`src/rtl/spi_host_pkg.sv`:
```
// Shared definitions for the Wishbone SPI host: register map,
// CSR bit positions and shifter FSM encoding.
package spi_host_pkg;

    localparam logic ADDR_CSR  = 1'b0;
    localparam logic ADDR_DATA = 1'b1;

    localparam int CSR_BUSY     = 0;
    localparam int CSR_CS_REQ   = 1;
    localparam int CSR_OVERRUN  = 2;
    localparam int CSR_RX_VALID = 3;
    localparam int CSR_DIV      = 8;

    localparam int DEFAULT_DIV = 0;

    typedef enum logic [1:0] {
        ST_IDLE,
        ST_LOW,
        ST_HIGH
    } state_e;

endpackage

```
`src/rtl/spi_host_shifter.sv`:
```
// Mode-0 byte shifter: half-period timing, bit count and MISO capture.
// done is high in the final cycle before the FSM re-enters IDLE.
module spi_host_shifter
    import spi_host_pkg::*;
#(
    parameter int DIV_WIDTH = 8
) (
    input  logic                 clk,
    input  logic                 rst,
    input  logic                 start,
    input  logic [7:0]           tx_byte,
    input  logic [DIV_WIDTH-1:0] div,
    input  logic                 miso,
    output logic                 busy,
    output logic                 done,
    output logic [7:0]           rx_byte,
    output logic                 spi_clk,
    output logic                 spi_mosi
);

    state_e               state;
    logic [7:0]           shreg;
    logic [2:0]           bit_cnt;
    logic [DIV_WIDTH-1:0] half_cnt;
    logic                 rx_bit;
    logic                 half_end;

    assign half_end = (half_cnt == div);
    assign done     = (state == ST_HIGH) && half_end && (bit_cnt == 3'd7);

    always_ff @(posedge clk or posedge rst) begin
        if (rst) begin
            state    <= ST_IDLE;
            shreg    <= '0;
            bit_cnt  <= '0;
            half_cnt <= '0;
            rx_bit   <= 1'b0;
            rx_byte  <= '0;
            busy     <= 1'b0;
            spi_clk  <= 1'b0;
            spi_mosi <= 1'b0;
        end else begin
            unique case (state)
                ST_IDLE: begin
                    if (start) begin
                        state    <= ST_LOW;
                        shreg    <= tx_byte;
                        spi_mosi <= tx_byte[7];
                        bit_cnt  <= '0;
                        half_cnt <= '0;
                        busy     <= 1'b1;
                    end
                end
                ST_LOW: begin
                    if (half_end) begin
                        state    <= ST_HIGH;
                        spi_clk  <= 1'b1;
                        rx_bit   <= miso;
                        half_cnt <= '0;
                    end else begin
                        half_cnt <= half_cnt + 1'b1;
                    end
                end
                ST_HIGH: begin
                    if (half_end) begin
                        shreg    <= {shreg[6:0], rx_bit};
                        spi_clk  <= 1'b0;
                        half_cnt <= '0;
                        // mosi keeps the last bit once the byte is done
                        if (bit_cnt == 3'd7) begin
                            state   <= ST_IDLE;
                            busy    <= 1'b0;
                            rx_byte <= {shreg[6:0], rx_bit};
                        end else begin
                            state    <= ST_LOW;
                            spi_mosi <= shreg[6];
                            bit_cnt  <= bit_cnt + 1'b1;
                        end
                    end else begin
                        half_cnt <= half_cnt + 1'b1;
                    end
                end
                default: state <= ST_IDLE;
            endcase
        end
    end

endmodule

```
`src/rtl/spi_host_wb.sv`:
```
// Wishbone-controlled SPI master: register decode, status flags,
// software chip-select with deferral while a byte is in flight.
module spi_host_wb
    import spi_host_pkg::*;
#(
    parameter int DIV_WIDTH = 8
) (
    input  logic        clk,
    input  logic        rst,
    input  logic        wb_addr,
    input  logic [31:0] wb_wdata,
    output logic [31:0] wb_rdata,
    input  logic        wb_we,
    input  logic        wb_cyc,
    output logic        wb_ack,
    output logic        spi_clk,
    output logic        spi_mosi,
    input  logic        spi_miso,
    output logic        spi_cs_n
);

    localparam int WW = CSR_DIV + DIV_WIDTH;

    logic                 req_we;
    logic                 req_addr;
    logic [WW-1:0]        req_wdata;
    logic                 cs_req;
    logic                 overrun;
    logic                 rx_valid;
    logic [DIV_WIDTH-1:0] div;
    logic                 miso_m;
    logic                 miso_s;
    logic                 busy;
    logic                 done;
    logic [7:0]           rx_byte;
    logic                 ack_next;
    logic                 wr_csr;
    logic                 wr_data;
    logic                 rd_data;
    logic                 start;
    logic                 cs_req_next;
    logic [31:0]          csr_val;
    logic [31:0]          data_val;
    logic                 unused_wdata;

    assign unused_wdata = ^wb_wdata[31:WW];

    assign ack_next    = wb_cyc & ~wb_ack;
    assign wr_csr      = wb_ack & req_we & (req_addr == ADDR_CSR);
    assign wr_data     = wb_ack & req_we & (req_addr == ADDR_DATA);
    assign rd_data     = wb_ack & ~req_we & (req_addr == ADDR_DATA);
    assign start       = wr_data & ~busy;
    assign cs_req_next = wr_csr ? req_wdata[CSR_CS_REQ] : cs_req;
    assign data_val    = {rx_valid, 23'b0, rx_byte};

    always_comb begin
        csr_val                        = '0;
        csr_val[CSR_BUSY]              = busy;
        csr_val[CSR_CS_REQ]            = cs_req;
        csr_val[CSR_OVERRUN]           = overrun;
        csr_val[CSR_RX_VALID]          = rx_valid;
        csr_val[CSR_DIV +: DIV_WIDTH]  = div;
    end

    always_ff @(posedge clk or posedge rst) begin
        if (rst) begin
            wb_ack    <= 1'b0;
            wb_rdata  <= '0;
            req_we    <= 1'b0;
            req_addr  <= 1'b0;
            req_wdata <= '0;
            cs_req    <= 1'b0;
            overrun   <= 1'b0;
            rx_valid  <= 1'b0;
            div       <= DIV_WIDTH'(DEFAULT_DIV);
            miso_m    <= 1'b0;
            miso_s    <= 1'b0;
            spi_cs_n  <= 1'b1;
        end else begin
            miso_m <= spi_miso;
            miso_s <= miso_m;
            wb_ack <= ack_next;
            // request is latched so side-effects land at the end of the ack cycle
            if (ack_next) begin
                req_we    <= wb_we;
                req_addr  <= wb_addr;
                req_wdata <= wb_wdata[WW-1:0];
                wb_rdata  <= (wb_addr == ADDR_DATA) ? data_val : csr_val;
            end else begin
                wb_rdata <= '0;
            end
            if (wr_csr) begin
                cs_req <= req_wdata[CSR_CS_REQ];
                div    <= req_wdata[CSR_DIV +: DIV_WIDTH];
                if (req_wdata[CSR_OVERRUN]) overrun <= 1'b0;
            end
            if (wr_data && busy) overrun <= 1'b1;
            if (done) rx_valid <= 1'b1;
            else if (rd_data) rx_valid <= 1'b0;
            if (!busy) spi_cs_n <= ~cs_req_next;
        end
    end

    spi_host_shifter #(
        .DIV_WIDTH(DIV_WIDTH)
    ) u_shifter (
        .clk     (clk),
        .rst     (rst),
        .start   (start),
        .tx_byte (req_wdata[7:0]),
        .div     (div),
        .miso    (miso_s),
        .busy    (busy),
        .done    (done),
        .rx_byte (rx_byte),
        .spi_clk (spi_clk),
        .spi_mosi(spi_mosi)
    );

endmodule
```
`config.mk`:
```
export PLATFORM = sky130hd
export DESIGN_NAME = spi_host_wb
export DESIGN_NICKNAME = d
export VERILOG_FILES = /design/src/rtl/spi_host_pkg.sv /design/src/rtl/spi_host_shifter.sv /design/src/rtl/spi_host_wb.sv
export SDC_FILE = /design/constraint.sdc
export NUM_CORES = 1
export LEC_CHECK = 0
export CAP_MARGIN = 20
export CELL_PAD_IN_SITES_DETAIL_PLACEMENT = 0
export CELL_PAD_IN_SITES_GLOBAL_PLACEMENT = 2
export CORE_MARGIN = 3
export CORE_UTILIZATION = 35
export CTS_CLUSTER_DIAMETER = 30
export DETAILED_ROUTE_END_ITERATION = 8
export DONT_BUFFER_PORTS = 1
export GPL_TIMING_DRIVEN = 0
export PLACE_DENSITY_LB_ADDON = 0.15
export RECOVER_POWER = 100
export SLEW_MARGIN = 20
export SYNTH_ARGS = -nofsm -noshare
export SYNTH_HDL_FRONTEND = slang
export SYNTH_HIERARCHICAL = 1
export SYNTH_SLANG_ARGS = --single-unit
```
`constraint.sdc`:
```
create_clock -name clk -period 1.9 [get_ports clk]
set_clock_uncertainty 0.05 [all_clocks]
set_input_delay 0.38 -clock clk [delete_from_list [all_inputs] [get_ports clk]]
set_output_delay 0.38 -clock clk [all_outputs]
set_load 0.02 [all_outputs]
```
==> results of run 1 <==
[cell usage after synthesis (2+ instances only)]
cell type,n,share of area
nand4_1,2,0.0034
nand3_1,11,0.015
a22o_1,2,0.0048
a2bb2oi_1,2,0.0048
ha_1,8,0.027
buf_4,15,0.031
nor2_1,14,0.014
and3_1,8,0.014
and2_1,9,0.015
nand2_1,63,0.064
o31ai_1,3,0.0061
inv_1,7,0.0072
mux2i_1,7,0.019
nand2b_1,3,0.0051
clkbuf_1,5,0.0051
dfrtp_1,81,0.55
xor2_1,8,0.019
nor3b_1,2,0.0041
a21oi_1,4,0.0055
o22a_1,14,0.033
buf_2,7,0.0095
mux2_2,21,0.064
o21ai_0,8,0.011
a31oi_1,2,0.0034
[layer usage]
metal | global-route usage | part of all wire | routed length [um]
met5 | 0 | 0 | 0
met4 | 0.0532 | 0.016 | 129
met3 | 0.0412 | 0.040 | 313
met2 | 0.242 | 0.49 | 3860
met1 | 0.188 | 0.45 | 3540
[cells by family (layout without fill, tap and decap cells)]
logic type      Yosys count  in the layout  share of synthesized area
mux                      29             29                     0.0876
buf+inv                  36             62                     0.0566
simple gates            121            121                      0.166
fa+ha+maj                 8              8                     0.0273
compound gates           41             41                     0.0832
other cells               1             15                    0.00102
xor+xnor                  8              8                     0.0191
flops                    82             82                      0.559
[worst reg2reg max path: cells and delay by family, from the launching register on]
kind,cells,cell delay [ns]
flip-flops,1,0.44
AND/OR/NAND/NOR,2,0.59
XOR/XNOR,1,0.19
buffers and inverters,1,0.19
multiplexers,1,0.32
[power by group]
group	leakage [nW]	switching (mW)	internal, mW
Clock	0.0986	0.623	0.678
Combinational	0.923	0.687	0.654
Sequential	1.05	0.376	2.08
Total	2.07	1.69	3.41
[repair_timing]
item	CTS	global route
setup endpoints to repair	31	29
hold endpoints to repair	47	0
hold buffers	2	0
gates resized for setup	27	31
pin swaps	8	8
setup buffers	8	3
[state kept, by name (all words and copies together), names as in the netlist, 2 cells and up]
signal	count
u_shifter/rx_byte	8
u_shifter/half_cnt	8
u_shifter/bit_cnt	3
req_wdata	16
u_shifter/state	2
u_shifter/shreg	7
wb_rdata	17
div	8
[per-stage QoR]
step	util	hold slack (ns)	setup slack [ns]
after floorplan	-	0.281	0.0138
after global placement	0.389	0.286	-0.371
after detailed placement	0.391	0.230	-0.303
after CTS	0.429	0.0523	-0.0640
after global routing	0.438	0.0511	-0.0839
final	0.438	0.0756	0.00380
[worst min path at each step]
stage                                 from                         to  slack, ns  cells past startpoint
after floorplan           miso_m$_DFF_PP0_           miso_s$_DFF_PP0_       0.28                      0
after global placement    miso_m$_DFF_PP0_           miso_s$_DFF_PP0_       0.29                      0
after detailed placement               rst      wb_rdata[0]$_DFF_PP0_       0.23                      1
after CTS                     wb_wdata[14]  req_wdata[14]$_DFFE_PP0P_       0.05                      2
after global routing          wb_wdata[15]  req_wdata[15]$_DFFE_PP0P_       0.05                      2
final                         wb_wdata[14]  req_wdata[14]$_DFFE_PP0P_       0.08                      2
[final cells by class]
cell class / count / area [um2] / area share
plain buffers: 26 / 181 / 0.0415
clock buffers: 12 / 155 / 0.0355
clock inverters: 4 / 50.0 / 0.0114
inverters: 8 / 30.0 / 0.00686
multi-input cells: 222 / 1630 / 0.372
flip-flops and latches: 82 / 2060 / 0.471
well taps: 133 / 166 / 0.0380
repair buffers: 12 / 103 / 0.0234
[cell usage in the layout, fill, tap and decap left out, types with 3 or more instances in the layout]
cell	synthesis	layout
and2_0	0	7
mux2_2	21	13
clkbuf_8	0	11
mux2_4	1	8
a21oi_1	4	4
buf_4	15	22
clkbuf_4	0	3
o22a_1	14	14
clkbuf_1	5	4
conb_1	1	15
inv_1	7	7
o21ai_0	8	8
xor2_2	0	8
nand2_1	63	62
nor2_1	14	14
buf_6	1	4
nand3_1	11	9
ha_1	8	6
mux2i_1	7	6
dfrtp_2	0	6
dfrtp_1	81	75
and3_1	8	7
==> run metrics, run 1 <==
status=finished clean; power consumption=5.10 mW; Cells after Synth=326; 1st-pass router iterations=3; final RePlAce weighted congestion=0.729; Initial DRC Count=118; number of synthesized flops with an enable pin=0; CTS tree=yes; Post-Layout Cell Count=499; Slew HR=0.531; dpl cell area=3910 um2; Sink Count=82; CP endpoint kind=register; Skew-Pair Late Insertion Delay=0.35 ns; Critical path buffers and inverters=1; dpl hpwl=5500 um; period utilization=0.998; Tmin final=1.90 ns; routed wire length=7840 um; DR WL/cell=15.7 um; CTS buffer count=9; RSZ-0062 raised after global routing=true; Final ANT Viol Nets=0; vias in the first global route=2491; Ports=74; CP Depth=5; Worst Path Max Fanout=8; Finished Cell Area=4380 um2; Die W=108 um; power per cell area=1160 nW/um2; first-pass GRT wire length=13100 um; #FFs+latches synth=82; syn_area_per_cell=11.3 um2; clk root buf=clkbuf_8; Die ar.=11800 um2; worst-path cell chain=xor2_2 -> nor4_4 -> buf_6 -> and3_4 -> mux2_4; std cell rows=36; n_diodes=0; worst-case reg-to-reg path depth=5; fraction of synthesis flops using an asynchronous set or reset pin=1.00; layout cells sized above 1=0.281; # setup viols final=0; number of library cell types mapped by synthesis=44; Cell Count Post-Placement=474; FILL cells=1015; Top delay family on crit path=simple AND/OR/NAND/NOR gates; Critical Path AT=2.08 ns; crit path kind=reg2reg; Critical-path top delay cell=dfrtp_2; Critical Path Start=u_shifter/half_cnt[0]$_DFFE_PP0P_; synthesized cell area=3670 um2; CP required=2.08 ns; Top FF cell, synth=dfrtp_1; final max-slew violation count=0; core area=10000 um2; final hold violations=0; Final TNS setup=0 ns; Remaining DRCs=0; worst hold path class=in2reg; max incr delay on CP=0.44 ns; synthesis-to-layout area growth=19.2%; IO Port Bufs=0; max cap viols=0; GRT Residual Overflow=0; Global Route Usage Sum=0.148; FF-to-FF setup slack=0.004 ns; htree depth=3; actual slew at the worst max-slew pin=0.702 ns; Static Leakage=2.07 nW; Die H=108 um; maximum vdd drop=592 uV; Seq/Total Area, Yosys=0.559; nets=407; Worst Setup EP=u_shifter/rx_byte[0]$_DFFE_PP0P_; DR vias/cell=4.71; via count=2348; crit path launch type=register; initial antenna violation count=0; r2r startpoint=u_shifter/half_cnt[0]$_DFFE_PP0P_; Yosys warning count=6; clock-pin transition on the worst setup and hold timing paths=0.09 ns; effective utilization at floorplan=0.367; largest net degree at the start of global routing=36; R2R Path End=u_shifter/rx_byte[0]$_DFFE_PP0P_; Max Buffers Root-to-Sink=2; Peak Freq=527 MHz
Note: power is estimated with default switching activity, not from simulation.
==> run 2, diff against run 1 <==
- clock period: 1.9 -> 2.27 ns (I/O delays scaled with it)
==> run metrics, run 2 (synthesized netlist as in run 1, its figures left out) <==
status=finished clean; Final TNS setup=0 ns (unchanged); Static Leakage=2.02 nW (-2.7%); max reg flops=17 (unchanged); CTS tree=yes; htree depth=3 (unchanged); via count=2297 (-2.2%); Critical Path AT=2.37 ns (+0.29 ns); final max-slew violation count=0 (unchanged); dpl cell area=3910 um2 (unchanged); maximum vdd drop=497 uV (-16%); setup bufs post-CTS=0 (-8); Largest regs=wb_rdata: 17 flops, req_wdata: 16 flops; Tmin final=2.13 ns (+0.237 ns); Finished Cell Area=4100 um2 (-6.2%); GRT met2 Usage=0.236 (-0.00574); nets=399 (-2.0%); clock-pin transition on the worst setup and hold timing paths=0.08 ns (about the same); Global Route Usage Sum=0.145 (-0.00325); Reg with most FFs=wb_rdata; post-route setup slack=0.137 ns (+0.133 ns); 1st-pass router iterations=4 (+1); n_diodes=0 (unchanged); initial antenna violation count=0 (unchanged); Die W=108 um (unchanged); Die H=108 um (unchanged); max cap viols=0 (unchanged); IO Port Bufs=0 (unchanged); CTS buffer count=9 (unchanged); hold slack=0.0786 ns (+0.00300 ns); std cell rows=36 (unchanged); Die ar.=11800 um2 (unchanged); actual slew at the worst max-slew pin=1.24 ns (+0.538 ns); GRT Residual Overflow=0 (unchanged); synthesis-to-layout area growth=11.8%; worst hold path class=in2reg; Remaining DRCs=0 (unchanged); FILL cells=1049 (+3.3%); first-pass GRT wire length=12900 um (-1.8%); final RePlAce weighted congestion=0.729 (unchanged); crit path kind=reg2reg; Slew HR=0.173 (-0.359); CP required=2.51 ns (+0.43 ns); clk root buf=clkbuf_8; effective utilization at floorplan=0.367 (unchanged); vias in the first global route=2441 (-2.0%); largest net degree at the start of global routing=36 (unchanged); GRT Max-Usage Layer=met2; power per cell area=970 nW/um2 (-17%); layout cells sized above 1=0.179 (-0.103); Worst Path Max Fanout=9 (+1); dpl hpwl=5500 um (unchanged); period utilization=0.940 (-0.0582); Initial DRC Count=107 (-9.3%); Peak Freq=469 MHz (-11%); met1 usage=0.185 (-0.00307); met3 usage=0.0406 (-0.000597); Skew-Pair Late Insertion Delay=0.35 ns (about the same); core area=10000 um2 (unchanged); DR WL/cell=15.5 um (-1.3%); pre-CTS WS=0.0668 ns (+0.370 ns); Ports=74 (unchanged); crit path launch type=register; Final ANT Viol Nets=0 (unchanged); commonest cells after routing, fill and taps aside=dfrtp_1, nand2_1, mux2_2; Sink Count=82 (unchanged); routed wire length=7620 um (-2.8%); CP endpoint kind=register; Max Buffers Root-to-Sink=2 (unchanged); final hold violations=0 (unchanged); RSZ-0062 raised after global routing=false; # setup viols final=0 (unchanged); DR vias/cell=4.68 (-0.58%); most common cell after layout, fill and taps aside=dfrtp_1
[run 2: cell count changes in the layout (fill, tap and decap cells not counted), sizes merged]
cell         before  now
dlygate4sd3       2    1
buf              28   20
clkbuf           20   21
[run 2: worst max-delay path: stages (launching register included)]
cell     delay (ns)
dfrtp_1        0.36
buf_2          0.16
xor2_1         0.19
nor4_4         0.44
nand2_2        0.25
or4_1          0.54
nand3_1        0.08
[run 2: stage by stage]
stage / std cells / util / total power, mW
CTS: 491 / 0.413 / 4.06
global route: 491 / 0.410 / 4.26
detailed placement: 474 / 0.391 / 2.96
global placement: 473 / 0.389 / 2.94
finish: 491 / 0.410 / 3.98
floorplan: 340 / - / 2.71
[run 2: final cells by class]
type | count | area, um2 | share of cell area
Inverter | 8 | 30.0 | 0.00732
Tap cell | 133 | 166 | 0.0406
Clock inverter | 4 | 50.0 | 0.0122
Multi-Input combinational cell | 222 | 1440 | 0.352
Clock buffer | 12 | 155 | 0.0378
Buffer | 28 | 175 | 0.0427
Sequential cell | 82 | 2050 | 0.500
Timing Repair Buffer | 2 | 30.0 | 0.00732
[run 2: path summary, 6_finish.rpt]
path                            slack [ns]  cells past startpoint                           endpoint                         startpoint
min in group asynchronous             0.28                      1  u_shifter/half_cnt[1]$_DFFE_PP0P_                                rst
max in group asynchronous             0.94                      3              wb_rdata[8]$_DFF_PP0_                                rst
worst min register to register        0.30                      0                   miso_s$_DFF_PP0_                   miso_m$_DFF_PP0_
worst min-delay path                  0.08                      0                   miso_m$_DFF_PP0_                           spi_miso
worst max register to register        0.14                      6   u_shifter/bit_cnt[2]$_DFFE_PP0P_  u_shifter/half_cnt[4]$_DFFE_PP0P_
worst max-delay path                  0.14                      6   u_shifter/bit_cnt[2]$_DFFE_PP0P_  u_shifter/half_cnt[4]$_DFFE_PP0P_
[run 2: layer usage]
| metal | wire (um) | vias up |
|---|---|---|
| met5 | 0 | - |
| met4 | 108 | 0 |
| met3 | 298 | 10 |
| met2 | 3670 | 41 |
| met1 | 3540 | 1111 |
| li1 | - | 1135 |
[run 2: timing repair]
item / 4_1_cts / 5_1_grt
resized for setup: 0 / 4
endpoints found under the hold margin: 14 / 0
endpoints found under the setup margin: 0 / 17
hold buffers: 1 / 0
[run 2: power by group]
part	leakage (nW)	internal, mW	switching (mW)
Combinational	0.857	0.396	0.454
Sequential	1.06	1.74	0.304
Clock	0.0986	0.567	0.521
==> run 3, diff against run 2 <==
- clock period: 2.27 -> 2.1 ns (I/O delays scaled with it)
==> run metrics, run 3 (synthesized netlist as in run 1, its figures left out) <==
Max Buffers Root-to-Sink=2 (unchanged); register area=2060 um2 (+0.18%); layout cells sized above 1=0.219 (+0.0407); max cap viols=0 (unchanged); Post-Layout Cell Count=493 (+0.41%); Reg with most FFs=wb_rdata; worst-case reg-to-reg path depth=8 (+2); core area=10000 um2 (unchanged); Clock Power Share=0.269 (-0.004); period utilization=0.968 (+0.0286); status=finished clean; n_diodes=0 (unchanged); RSZ-0062 raised after global routing=false; worst hold path depth=0 (unchanged); Skew-Pair Late Insertion Delay=0.35 ns (about the same); final RePlAce weighted congestion=0.729 (unchanged); clk root buf=clkbuf_8; largest net degree at the start of global routing=36 (unchanged); met1 usage=0.185 (+0.000762); vias in the first global route=2446 (+0.20%); Multi-input gate area=1490 um2 (+3.3%); DR vias/cell=4.67 (-0.15%); Net Sw Power=1.42 mW (+11%); part of the power in combinational logic=0.226 (+0.012); Largest regs=wb_rdata: 17 flops, req_wdata: 16 flops; crit path kind=reg2reg; power per cell area=1050 nW/um2 (+8.7%); via count=2303 (+0.26%); FILL cells=1044 (-0.48%); Pint=2.97 mW (+10%); Slew HR=0.165 (-0.00760); Sink Count=82 (unchanged); dpl cell area=3910 um2 (unchanged); effective utilization at floorplan=0.367 (unchanged); initial antenna violation count=0 (unchanged); Die W=108 um (unchanged); commonest cells after routing, fill and taps aside=dfrtp_1, nand2_1, mux2_2; crit path launch type=register; Critical Path AT=2.24 ns (-0.13 ns); actual slew at the worst max-slew pin=1.25 ns (+0.0114 ns); first-pass GRT wire length=12900 um (+0.22%); Tmin final=2.03 ns (-0.0997 ns); post-route setup slack=0.0662 ns (-0.0703 ns); Net Sw Frac=0.323 (+0.00150); GRT Max-Usage Layer=met2; max reg flops=17 (unchanged); # setup viols final=0 (unchanged); CP required=2.30 ns (-0.21 ns); Peak Freq=492 MHz (+4.9%); Ports=74 (unchanged); Final ANT Viol Nets=0 (unchanged); worst hold path class=in2reg; clock-pin transition on the worst setup and hold timing paths=0.08 ns (about the same); Finished Cell Area=4160 um2 (+1.5%); met3 usage=0.0406 (unchanged); Worst Path Max Fanout=8 (-1); htree depth=3 (unchanged); power consumption=4.39 mW (+10%); Flop pwr share=0.505 (-0.008); IO Port Bufs=0 (unchanged); pre-CTS WS=-0.103 ns (-0.170 ns); nets=401 (+0.50%); CTS buffer count=9 (unchanged); CP endpoint kind=register; Initial DRC Count=136 (+27%); final max-slew violation count=0 (unchanged); maximum vdd drop=541 uV (+8.8%); Static Leakage=2.03 nW (+0.69%); std cell rows=36 (unchanged); Global Route Usage Sum=0.145 (+0.000380); final hold violations=0 (unchanged); GRT met2 Usage=0.237 (+0.000441); synthesis-to-layout area growth=13.4%; Die ar.=11800 um2 (unchanged); DR WL/cell=15.6 um (+0.55%); most common cell after layout, fill and taps aside=dfrtp_1; CTS tree=yes; Die H=108 um (unchanged); 1st-pass router iterations=4 (unchanged); Cell Count Post-Placement=474 (unchanged); GRT Residual Overflow=0 (unchanged); routed wire length=7690 um (+0.96%); Remaining DRCs=0 (unchanged); dpl hpwl=5500 um (unchanged)
[run 3: per-layer routing]
| layer | up-vias | part of all wire | wire length [um] |
|---|---|---|---|
| met2 | 39 | 0.49 | 3770 |
| met1 | 1118 | 0.46 | 3530 |
| met5 | - | 0 | 0 |
| li1 | 1138 | - | - |
| met3 | 8 | 0.038 | 292 |
| met4 | 0 | 0.014 | 107 |
[run 3: layout make-up]
type                    count  share of cell area
clock buffers              12              0.0373
well taps                 133              0.0400
inverters                   8             0.00721
clock inverters             4              0.0120
flip-flops and latches     82               0.494
plain buffers              28              0.0439
repair buffers              4             0.00781
multi-input cells         222               0.358
[run 3: worst paths after layout]
| kind | from | endpoint | slack, ns |
|---|---|---|---|
| worst max-delay path | u_shifter/half_cnt[3]$_DFFE_PP0P_ | u_shifter/half_cnt[2]$_DFFE_PP0P_ | 0.07 |
| worst min-delay path | spi_miso | miso_m$_DFF_PP0_ | 0.04 |
| worst max register to register | u_shifter/half_cnt[3]$_DFFE_PP0P_ | u_shifter/half_cnt[2]$_DFFE_PP0P_ | 0.07 |
| worst min register to register | miso_m$_DFF_PP0_ | miso_s$_DFF_PP0_ | 0.30 |
| max in group asynchronous | rst | wb_ack$_DFF_PP0_ | 0.44 |
| min in group asynchronous | rst | u_shifter/state[1]$_DFFE_PP0P_ | 0.25 |
[run 3: power groups by stage]
stage / registers, mW / logic, mW / clock network, mW
6_report: 2.22 / 0.991 / 1.18
5_1_grt: 2.27 / 1.12 / 1.29
4_1_cts: 2.23 / 0.991 / 1.22
3_5_place_dp: 2.26 / 0.938 / 0
3_3_place_gp: 2.26 / 0.918 / 0
2_1_floorplan: 2.15 / 0.780 / 0
[run 3: stage by stage]
step	hold WS (ns)	TNS (ns)	utilization
finish	0.0439	0	0.416
global route	0.00976	0	0.416
CTS	0.0216	0	0.415
detailed placement	0.270	-1.08	0.391
global placement	0.286	-10.73	0.389
floorplan	0.281	0	-
[run 3: what timing repair did]
action / 4_1_cts / 5_1_grt
hold buffers: 1 / 0
endpoints found under the setup margin: 17 / 25
hold endpoints to repair: 14 / 0
pin swaps: 1 / 4
gates resized for setup: 4 / 15
buffers inserted: 1 / 1
[run 3: critical path, stage by stage (launching register included)]
cell      delay (ns)
dfrtp_1         0.36
clkbuf_4        0.18
xor2_2          0.18
nor4_4          0.06
buf_4           0.17
and2_4          0.15
buf_6           0.13
or3b_4          0.43
o311ai_2        0.22
